File: src/rtl/bpu_port_arbiter.sv
// Shares the branch prediction table port between fetch lookups and queued updates.
// Define BPU_ARB_STARVE_EN to build in the update starvation guard.
module bpu_port_arbiter #(
   parameter int DEPTH      = 4,
   parameter int STARVE_MAX = 8
) (
   input  logic                       clk,
   input  logic                       nrst,
   input  logic                       lk_req,
   input  logic [8:0]                 lk_idx,
   output logic                       lk_gnt,
   output logic                       lk_fwd_hit,
   output logic [1:0]                 lk_fwd_ctr,
   input  logic                       upd_valid,
   input  logic [8:0]                 upd_idx,
   input  logic [1:0]                 upd_ctr,
   input  logic                       upd_wtgt,
   input  logic [31:0]                upd_tgt,
   input  logic [20:0]                upd_tag,
   output logic                       upd_ready,
   output logic                       tbl_en,
   output logic                       tbl_we,
   output logic [8:0]                 tbl_addr,
   output logic [1:0]                 tbl_wctr,
   output logic                       tbl_wtgt_en,
   output logic [31:0]                tbl_wtgt,
   output logic [20:0]                tbl_wtag,
   output logic [$clog2(DEPTH):0]     fifo_cnt
);

   localparam int AW = $clog2(DEPTH);
   localparam int CW = AW + 1;

   if (DEPTH < 2 || STARVE_MAX < 1) begin : g_bad_param
      $error("bpu_port_arbiter: bad parameters");
   end

   logic [8:0]       e_idx  [DEPTH];
   logic [1:0]       e_ctr  [DEPTH];
   logic             e_wtgt [DEPTH];
   logic [31:0]      e_tgt  [DEPTH];
   logic [20:0]      e_tag  [DEPTH];
   logic [DEPTH-1:0] e_vld;
   logic [AW-1:0]    rd_ptr;
   logic [AW-1:0]    wr_ptr;
   logic [CW-1:0]    cnt;

   logic push;
   logic pop;
   logic non_empty;
   logic full;
   logic starve_force;
   logic fwd_hit_c;
   logic [1:0] fwd_ctr_c;
   logic [AW-1:0] p;

   assign full      = (cnt == CW'(DEPTH));
   assign non_empty = (cnt != '0);
   assign upd_ready = ~full;
   assign push      = upd_valid & upd_ready;
   assign pop       = non_empty & (~lk_req | full | starve_force);
   assign lk_gnt    = lk_req & ~pop;
   assign fifo_cnt  = cnt;

`ifdef BPU_ARB_STARVE_EN
   localparam int SW = $clog2(STARVE_MAX + 1);
   logic [SW-1:0] starve_cnt;

   assign starve_force = (starve_cnt == SW'(STARVE_MAX - 1));

   always_ff @(posedge clk) begin
      if (!nrst)
         starve_cnt <= '0;
      else if (non_empty && !pop)
         starve_cnt <= starve_cnt + SW'(1);
      else
         starve_cnt <= '0;
   end
`else
   assign starve_force = 1'b0;
`endif

   // Walk oldest to youngest so the last match is the youngest entry.
   always_comb begin
      fwd_hit_c = 1'b0;
      fwd_ctr_c = 2'b00;
      p         = '0;
      for (int i = 0; i < DEPTH; i++) begin
         p = rd_ptr + AW'(i);
         if (e_vld[p] && e_idx[p] == lk_idx) begin
            fwd_hit_c = 1'b1;
            fwd_ctr_c = e_ctr[p];
         end
      end
   end

   assign lk_fwd_hit = lk_gnt & fwd_hit_c;
   assign lk_fwd_ctr = lk_fwd_hit ? fwd_ctr_c : 2'b00;

   assign tbl_en      = lk_gnt | pop;
   assign tbl_we      = pop;
   assign tbl_addr    = pop ? e_idx[rd_ptr] : (lk_gnt ? lk_idx : 9'd0);
   assign tbl_wctr    = pop ? e_ctr[rd_ptr] : 2'b00;
   assign tbl_wtgt_en = pop & e_wtgt[rd_ptr];
   assign tbl_wtgt    = pop ? e_tgt[rd_ptr] : 32'd0;
   assign tbl_wtag    = pop ? e_tag[rd_ptr] : 21'd0;

   always_ff @(posedge clk) begin
      if (!nrst) begin
         rd_ptr <= '0;
         wr_ptr <= '0;
         cnt    <= '0;
         e_vld  <= '0;
      end else begin
         if (push) begin
            e_vld[wr_ptr] <= 1'b1;
            wr_ptr        <= wr_ptr + AW'(1);
         end
         if (pop) begin
            e_vld[rd_ptr] <= 1'b0;
            rd_ptr        <= rd_ptr + AW'(1);
         end
         if (push && !pop)
            cnt <= cnt + CW'(1);
         else if (pop && !push)
            cnt <= cnt - CW'(1);
      end
   end

   always_ff @(posedge clk) begin
      if (push) begin
         e_idx[wr_ptr]  <= upd_idx;
         e_ctr[wr_ptr]  <= upd_ctr;
         e_wtgt[wr_ptr] <= upd_wtgt;
         e_tgt[wr_ptr]  <= upd_tgt;
         e_tag[wr_ptr]  <= upd_tag;
      end
   end

endmodule
File: config.mk
export PLATFORM = sky130hd
export DESIGN_NAME = bpu_port_arbiter
export DESIGN_NICKNAME = d
export VERILOG_FILES = /design/src/rtl/bpu_port_arbiter.sv
export SDC_FILE = /design/constraint.sdc
export NUM_CORES = 1
export LEC_CHECK = 0
export CORE_ASPECT_RATIO = 1.4
export CORE_MARGIN = 3
export CORE_UTILIZATION = 56
export CTS_CLUSTER_SIZE = 40
export DETAILED_ROUTE_END_ITERATION = 12
export PLACE_DENSITY = 0.79
export SYNTH_ARGS = -nofsm -noshare
export SYNTH_HDL_FRONTEND = slang
export SYNTH_SLANG_ARGS = --single-unit
File: constraint.sdc
create_clock -name clk -period 4.7 [get_ports clk]
set_input_delay 1.41 -clock clk [delete_from_list [all_inputs] [get_ports clk]]
set_output_delay 1.41 -clock clk [all_outputs]
set_load 0.005 [all_outputs]
==> flow_metrics.env <==
export IMPL_critPathBufInv=4
export IMPL_power_density_nw_per_um2=542
export IMPL_place_inst=1036
export IMPL_cts_max_level=1
export IMPL_cts_sinks=273
export IMPL_pre_cts_slack_ps=-815
export IMPL_grt_busiest_layer="met2"
export IMPL_hold_violations=0
export IMPL_use_met3_pct=4.01
export IMPL_yosysWarnings=0
export IMPL_postSynthAreaPerCell_um2=19.1
export IMPL_drt_wl_total_um=26200
export IMPL_drive_gt1_share_pct=25.3
export IMPL_layout_cells_non_filler=1089
export IMPL_synth_edf_count=260
export IMPL_ys_seq_elements=273
export IMPL_cts_made_buffers=25
export IMPL_netlist_area_um2=12000
export IMPL_fin_ws_ps=93.5
export IMPL_endpoint_kind="output pin"
export IMPL_synthToLayoutAreaGrowth_pct=25.5
export IMPL_drtPass1Iterations=5
export IMPL_drc=0
export IMPL_ys_async_sr_fraction_pct=0
export IMPL_track_usage_pct=22.7
export IMPL_antenna_found_initial=0
export IMPL_start_kind="input port"
export IMPL_filler_cell_count=1274
export IMPL_syn_inst=629
export IMPL_use_met1_pct=28.8
export IMPL_ant_nets=0
export IMPL_tightest_slew_ps=721
export IMPL_diodes=0
export IMPL_timing_final_crit_share_pct=98.0
export IMPL_clk_latency_ps=520
export IMPL_r2r_cells=10
export IMPL_core_area_um2=20800
export IMPL_first_global_vias=7232
export IMPL_drv_cap=0
export IMPL_synth_cell_types=49
export IMPL_worstHoldStart="fifo_cnt[2]"
export IMPL_max_stage_delay_ps=330
export IMPL_layout_nets=902
export IMPL_whs_path_depth=2
export IMPL_syn_nets=717
export IMPL_die_w_um=130
export IMPL_grt_start_max_net_pins=49
export IMPL_cts_tree="done"
export IMPL_rr_startpoint="fifo_cnt[0]"
export IMPL_holdPathEnd="fifo_cnt[2]"
export IMPL_wl_per_cell_um=24.0
export IMPL_overflow=0
export IMPL_drv_slew=0
export IMPL_worst_clock_skew_ps=19.6
export IMPL_cts_root_buf="clkbuf_16"
export IMPL_crit_fanout=5
export IMPL_ff_latch_area_um2=8080
export IMPL_die_area_um2=23300
export IMPL_cpMostUsedCell="buf_4"
export IMPL_multi_input_comb_area_um2=3910
export IMPL_hold_class="reg -> reg"
export IMPL_rows=62
export IMPL_initial_core_util_pct=57.9
export IMPL_vias=6553
export IMPL_dp_hpwl_um=17100
export IMPL_ctsLongestPathBuffers=3
export IMPL_path_clk_slew_ps=60
export IMPL_max_vdd_ir_drop_uv=401
export IMPL_cp_data_arrival_time_ps=3200
export IMPL_drt_iter0_markers=490
export IMPL_p_leak_nw=5.04
export IMPL_fmax_mhz=217
export IMPL_slew_limit_headroom_pct=51.9
export IMPL_worstPathCellList="dlygate4sd2_1 > xnor2_1 > nand4_1 > nor4_2 > buf_4 > o41ai_4 > buf_4 > a221oi_2 > buf_2"
export IMPL_rrSetupSlack_ps=2170
export IMPL_grt_pass1_wl_um=40600
export IMPL_hold_slack_ps=574
export IMPL_r2r_end="fifo_cnt[2]"
export IMPL_ys_seq_area_share_pct=67.1
export IMPL_crit_family="buffers and inverters"
export IMPL_grt_setup_unrepaired="no"
export IMPL_fin_setup_tns_ps=0
export IMPL_finalCriticalPeriod_ps=4610
export IMPL_crit_required_ps=3290
export IMPL_setup_violations=0
export IMPL_viasPerCell=6.02
export IMPL_crit_type="in -> out"
export IMPL_die_h_um=179
export IMPL_grt_use_met2_pct=39.9
export IMPL_gp_congestion=0.825
export IMPL_num_io_pins=153
export IMPL_port_buffers=152
export IMPL_slowest_stage="dlygate4sd2_1"
export IMPL_synthFlopType="edfxtp_1"
export IMPL_status="completed"
## logic make-up (layout without fill, tap and decap cells)
logic type      Yosys count  in the layout  synth area share, %
flops                   273            273                 67.1
simple gates            112            112                 5.57
compound gates           38             38                 2.40
buf+inv                  50            254                 2.03
xor+xnor                 41             41                 2.98
fa+ha+maj                10             10                 1.10
mux                     105            105                 18.9
## layout make-up
cell class	count	share of cell area [%]
tap	256	2.12
clock inverter	11	0.713
sequential	273	53.5
timing repair buffer	200	12.8
clock buffer	35	4.73
multi-input combinational	306	25.9
inverter	8	0.199
## metrics by stage
stage / total power [W] / utilization, % / instance area [µm²]
5_1_grt: 0.00857 / 72.6 / 15100
6_report: 0.00818 / 72.6 / 15100
4_1_cts: 0.00816 / 72.2 / 15000
2_1_floorplan: 0.00495 / - / 12000
3_3_place_gp: 0.00601 / 67.4 / 14000
3_5_place_dp: 0.00607 / 67.4 / 14000
## flip-flops by register name (all words and copies together) (netlist names), named ones only
name and cells:
e_vld 4, rd_ptr 2, e_tag 84, fifo_cnt 3, wr_ptr 2, e_tgt 128, e_ctr 8, e_wtgt 4
e_idx 36
## Yosys cell counts (2+ instances only)
| master | count | share of area [%] |
|---|---|---|
| a21boi_0 | 2 | 0.12 |
| o211a_1 | 4 | 0.33 |
| buf_1 | 7 | 0.22 |
| nand4_1 | 7 | 0.36 |
| mux4_1 | 16 | 3.5 |
| dfxtp_1 | 13 | 2.2 |
| xor2_1 | 6 | 0.44 |
| nand3_1 | 2 | 0.083 |
| mux4_2 | 76 | 14 |
| ha_1 | 9 | 0.94 |
| xnor2_1 | 35 | 2.5 |
| mux2_2 | 5 | 0.47 |
| nand2b_1 | 3 | 0.16 |
| edfxtp_1 | 260 | 65 |
| buf_4 | 2 | 0.12 |
| and3_1 | 4 | 0.21 |
| and2_1 | 62 | 3.2 |
| buf_2 | 8 | 0.33 |
| mux2i_1 | 8 | 0.67 |
| nor2_1 | 6 | 0.19 |
| a22o_1 | 9 | 0.66 |
| o21ai_0 | 6 | 0.25 |
| and4b_1 | 2 | 0.17 |
| buf_6 | 3 | 0.28 |
| nand2_1 | 16 | 0.50 |
| clkbuf_1 | 21 | 0.66 |
| nor2b_1 | 3 | 0.16 |
| inv_1 | 8 | 0.25 |
| a21oi_1 | 6 | 0.25 |
## layout by cell type, fill, tap and decap left out, types with 4 or more instances in the layout
cell type	instances
edfxtp_1	260
o211a_1	4
xnor2_1	25
a21oi_1	6
dlygate4sd2_1	5
ha_1	8
mux4_2	77
inv_1	6
xnor2_2	10
mux4_1	15
nor2_1	6
and2_1	62
clkbuf_1	6
a22o_1	9
clkbuf_16	27
nand2_1	16
nand4_1	7
buf_4	40
clkdlybuf4s50_1	140
mux2_2	5
o21ai_0	5
dfxtp_1	9
buf_6	4
clkinv_2	7
mux2i_1	8
and3_4	4
## power by group
group	total (W)	internal (W)	switching, W
logic	0.00306	0.00172	0.00134
clock network	0.00201	0.00117	0.000837
registers	0.00312	0.00297	0.000144
## worst register-to-register path, stage by stage, from the launching register on
cell and delay (ps):
dfxtp_1 430, nor2_1 90, nand2_1 230, o21a_1 220
buf_4 160, ha_1 190, inv_1 70, fa_1 380
xor2_1 170, or3_1 320, a21boi_0 190
## worst max-delay path by stage
| stage | start | to | slack [ps] | cells past startpoint |
|---|---|---|---|---|
| floorplan | lk_idx[1] | lk_fwd_ctr[0] | 280 | 8 |
| global placement | lk_idx[1] | lk_fwd_ctr[0] | -740 | 9 |
| detailed placement | lk_idx[1] | lk_fwd_ctr[0] | -810 | 9 |
| CTS | lk_idx[0] | lk_fwd_hit | -20 | 9 |
| global route | rd_ptr[0] | lk_fwd_ctr[1] | 8 | 12 |
| finish | lk_idx[8] | lk_fwd_ctr[1] | 90 | 9 |
## routing by layer
metal	up-vias	wire, µm	part of all wire [%]
met5	-	0	0
met3	49	1380	5.3
met4	0	637	2.4
li1	2902	-	-
met1	3392	9800	37
met2	210	14300	55
## what timing repair did
action	CTS	global route
gates resized for setup	49	18
hold buffers	0	0
hold endpoints to repair	0	0
setup endpoints to repair	3	17
pin swaps	12	9
cloned	0	1
buffers inserted	5	1
No activity file was read; power rests on OpenSTA's default activity.
